**src/rtl/my_full_adder_pkg.sv**
```systemverilog
// Shared constants and types for the registered ripple-carry adder.
package my_full_adder_pkg;

  // Widest operand the adder supports.
  localparam int unsigned MAX_WIDTH = 64;

  // Result of one addition: carry out of the MSB followed by the sum bits.
  // The sum field is sized for the widest adder. Narrower adders place their
  // sum in the low bits and leave the rest zero.
  typedef struct packed {
    logic                 carry;
    logic [MAX_WIDTH-1:0] sum;
  } result_t;

endpackage

```
**src/rtl/my_full_adder_full_adder_cell.sv**
```systemverilog
// One-bit combinational full adder. The top module chains WIDTH of these.
module full_adder_cell (
  input  logic a,
  input  logic b,
  input  logic cin,
  output logic s,
  output logic cout
);

  // sum is the odd-parity of the three inputs; carry is their majority
  always_comb begin
    s    = a ^ b ^ cin;
    cout = (a & b) | (cin & (a ^ b));
  end

endmodule

```
**src/rtl/my_full_adder.sv**
```systemverilog
// Registered WIDTH-bit ripple-carry adder: {carry,sum} = a + b + c_in,
// loaded one cycle after the operands are presented.
//
// Optional build macro: MY_FULL_ADDER_OVF_EN adds the ovf output, the
// two's-complement overflow of the registered result.
//
// Handshake: in_vld qualifies a, b and c_in in the cycle it is high. There is
// no ready signal because the adder accepts one operand set every cycle. The
// result appears on sum/carry with out_vld high exactly one cycle later. When
// in_vld is low, the operands are ignored, the result registers hold their
// contents, and out_vld is low.
module my_full_adder
  import my_full_adder_pkg::*;
#(
  parameter int unsigned WIDTH = 1
) (
  input  logic             clk,
  input  logic             rst_n,
  input  logic             in_vld,
  input  logic [WIDTH-1:0] a,
  input  logic [WIDTH-1:0] b,
  input  logic             c_in,
  output logic             out_vld,
  output logic [WIDTH-1:0] sum,
`ifdef MY_FULL_ADDER_OVF_EN
  output logic             carry,
  output logic             ovf
`else
  output logic             carry
`endif
);

  // Carry chain: c[0] is the external carry-in, c[WIDTH] is the carry out.
  logic [WIDTH:0]   c;
  logic [WIDTH-1:0] s;

  assign c[0] = c_in;

  for (genvar i = 0; i < WIDTH; i++) begin : g_cell
    full_adder_cell u_cell (
      .a    (a[i]),
      .b    (b[i]),
      .cin  (c[i]),
      .s    (s[i]),
      .cout (c[i+1])
    );
  end

  logic [WIDTH-1:0] sum_d,   sum_q;
  logic             carry_d, carry_q;
  logic             vld_d,   vld_q;
`ifdef MY_FULL_ADDER_OVF_EN
  logic             ovf_d,   ovf_q;
`endif

  // Load a fresh result on a valid cycle. Otherwise hold the result, so
  // unqualified (possibly X) operands never reach the registers.
  always_comb begin
    sum_d   = sum_q;
    carry_d = carry_q;
    vld_d   = 1'b0;
`ifdef MY_FULL_ADDER_OVF_EN
    ovf_d   = ovf_q;
`endif
    if (in_vld) begin
      sum_d   = s;
      carry_d = c[WIDTH];
      vld_d   = 1'b1;
`ifdef MY_FULL_ADDER_OVF_EN
      // Signed overflow: the carry into the sign bit differs from the carry out.
      ovf_d   = c[WIDTH] ^ c[WIDTH-1];
`endif
    end
  end

  // Output registers. Synchronous reset wins over a valid in the same cycle.
  always_ff @(posedge clk) begin
    if (!rst_n) begin
      sum_q   <= '0;
      carry_q <= 1'b0;
      vld_q   <= 1'b0;
`ifdef MY_FULL_ADDER_OVF_EN
      ovf_q   <= 1'b0;
`endif
    end else begin
      sum_q   <= sum_d;
      carry_q <= carry_d;
      vld_q   <= vld_d;
`ifdef MY_FULL_ADDER_OVF_EN
      ovf_q   <= ovf_d;
`endif
    end
  end

  assign sum     = sum_q;
  assign carry   = carry_q;
  assign out_vld = vld_q;
`ifdef MY_FULL_ADDER_OVF_EN
  assign ovf     = ovf_q;
`endif

endmodule

```
**config.mk**
```make
export PLATFORM = sky130hd
export DESIGN_NAME = my_full_adder
export DESIGN_NICKNAME = d
export VERILOG_FILES = /design/src/rtl/my_full_adder_pkg.sv /design/src/rtl/my_full_adder_full_adder_cell.sv /design/src/rtl/my_full_adder.sv
export SDC_FILE = /design/constraint.sdc
export NUM_CORES = 1
export LEC_CHECK = 0
export ABC_AREA = 1
export CAP_MARGIN = 20
export CORE_AREA = 4 4 41 43
export DETAILED_ROUTE_END_ITERATION = 8
export DIE_AREA = 0 0 45 47
export HOLD_SLACK_MARGIN = 0.03
export PLACE_DENSITY_LB_ADDON = 0.2
export SETUP_SLACK_MARGIN = 0.3
export SLEW_MARGIN = 0
export SYNTH_ARGS = -nofsm -noshare
export SYNTH_HDL_FRONTEND = slang
export SYNTH_SLANG_ARGS = --single-unit
```
**constraint.sdc**
```tcl
create_clock -name clk -period 2.1 [get_ports clk]
set_input_delay 0.42 -clock clk [delete_from_list [all_inputs] [get_ports clk]]
set_output_delay 0.42 -clock clk [all_outputs]
set_load 0.02 [all_outputs]
```
==> results.md <==
* Mean post-synth cell area at 7.820 um^2
* Die area at 2115 um^2
* DIE WIDTH at 45 um
* Critical-path cell list: clkdlybuf4s50_1
* Max Cap Viol at 0
* Simple logic cell fraction of the synthesized area at 27.00%
* CTS Buf Count at 3
* Post-CTS Resized at 0
* Slowest-stage cell, CP: clkdlybuf4s50_1
* Post-Syn Nets at 23
* Post-Synthesis Cells at 16
* Min-Delay Path Depth at 2
* GPL Wtd Cong at 0.6776
* Critical path peak fanout at 2
* Synthesized flop and latch total at 3
* Setup Skew at 0 ns
* DRC viols at 0
* Root Driver: clkbuf_4
* Drt via density at 2.907
* Synth Area in XOR/XNOR at 0%
* # IOs at 9
* Final hold violations at 0
* DRT antenna net count at 0
* Status: completed
* Min-Delay Path Class: register to register
* Worst Path Arrival at 1.17 ns
* Initial antenna violation count at 0
* Total number of vias at 125
* Synth Cell Area at 125.1 um^2
* Worst hold margin at 0.4752 ns
* CTS clk-pin slew, worst paths at 0.04 ns
* Placement Rows at 13
* Endpoint, Worst Hold: carry
* Power per cell area at 802.1 nW/um^2
* Seq/Total Area, Yosys at 48.00%
* CP delay by family, top: buffers and inverters
* CP Class: register to output port
* Max-slew violations at 0
* Peak supply drop at 221.6 uV
* WL final at 321 um
* CP Buf/Inv Count at 1
* Startpoint types: register
* Fin util at 19.23%
* Post-synthesis mux area share at 0%
* GRT overflow at 0
* Total global-route track usage at 4.348%
* Relative slew slack at 84.65%
* Worst skew pair latency at 0.23 ns
* Initial core utilization at 9.615%
* Setup tns final at 0 ns
* CP max stage delay at 0.62 ns
* RR Endpoint: sum
* Worst Reg-to-Reg Cells at 2
* WL per Instance at 7.465 um
* Post-synthesis compound-gate area fraction at 0%
* Die Span Y at 47 um
* Fill cells at 157
* Vias in the first global route at 148
* CTS Buffer Depth at 2
* Hold Buf Count CTS at 0
* R2R Setup Slk at 1.54 ns
* Setup violations, final at 0
* Core area at 1301 um^2
* IO Port Bufs at 8
* Share of layout cells above drive strength 1 at 10.71%
* LEAKAGE at 0.1173 nW
* Worst Tran Pin Value at 0.2296 ns
* Peak Freq at 0.6309 GHz
* Post-Synth Adder-Cell Area at 16.00%
* Ys Warns at 0
* Worst r2r src: sum
* Hpwl dp at 248.5 um
* First-pass GRT wire length at 579 um
* Crit path from: sum
* Layout area overhead at 100.0%
* Final period utilization at 75.48%
* 1st-iter DRT viols at 0
* Clock sink count at 3
* CTS tree: built
* Tmin final at 1.585 ns
* Worst Path Required at 1.68 ns
* Count of unique library cells instantiated by Yosys at 5
* Hold Path Origin: carry
* 1st-pass router iterations at 1
* Largest family of logic cells by synthesized area: simple AND/OR/NAND/NOR gates
* CP Capture Type: output port
* Postcts setup bufs at 0
* H-tree depth at 1
* Number of diodes at 0
* Final nets at 36
* RSZ-0062 raised after global routing: false
* Largest net degree at the start of global routing at 6
## final cells by class
class,count,area [um^2],share of cell area [%]
Tap cell,15,18.77,7.500
Multi-Input combinational cell,10,53.80,21.50
Sequential cell,3,60.06,24.00
Inverter,3,11.26,4.500
Clock buffer,4,26.28,10.50
Timing Repair Buffer,8,80.08,32.00
## stage by stage
step	std cells	setup WS (ns)	instance area (um^2)	total power, W
3_5_place_dp	39	0.4002	224.0	0.0001000
2_1_floorplan	16	0.9270	125.1	0.00007809
3_3_place_gp	39	0.4396	224.0	0.00009953
4_1_cts	43	0.4950	250.2	0.0002084
5_1_grt	43	0.4554	250.2	0.0002144
6_report	43	0.5149	250.2	0.0002007
## synthesized netlist by cell type
cell | number | area share (%)
nor2_1 | 4 | 12
nand2_1 | 5 | 15
dfxtp_1 | 3 | 48
inv_1 | 3 | 9.0
fa_1 | 1 | 16
## worst max path at each step
stage	endpoint	slack (ns)	cells after the start
4_1_cts	sum	0.49	1
3_3_place_gp	sum	0.44	6
3_5_place_dp	sum	0.40	6
5_1_grt	sum	0.46	1
2_1_floorplan	sum	0.93	5
6_report	sum	0.51	1
## routing by layer
metal  vias to the layer above  wire (um)  global-route usage (%)  share of wire [%]
met5                         -          0                       0                  0
met4                         0          0                   7.018                  0
met3                         0         21                   1.149                6.5
met2                         4        169                   5.932                 53
met1                        52        130                   4.328                 40
li1                         69          -                       -                  -
## report_power, final
group          internal [W]  switching [W]  total (W)
Sequential        0.0000615     0.00000186  0.0000634
Combinational     0.0000197      0.0000157  0.0000354
Clock             0.0000713      0.0000307   0.000102
## registers in the layout, indices dropped and copies added, names as in the netlist
| name | count |
|---|---|
| carry | 1 |
| out_vld | 1 |
| sum | 1 |
## placed cells by master (no fill, tap or decap)
cell             Yosys  layout
fa_1                 1       1
dfxtp_1              3       3
clkdlybuf4s50_1      0       8
inv_1                3       3
nand2_1              5       5
clkbuf_1             0       1
nor2_1               4       4
clkbuf_4             0       3
## cell families after synthesis
kind of cell,after synthesis
fa+ha+maj,1
simple gates,9
flops,3
buf+inv,3
Power figures use the tool's default switching activity.
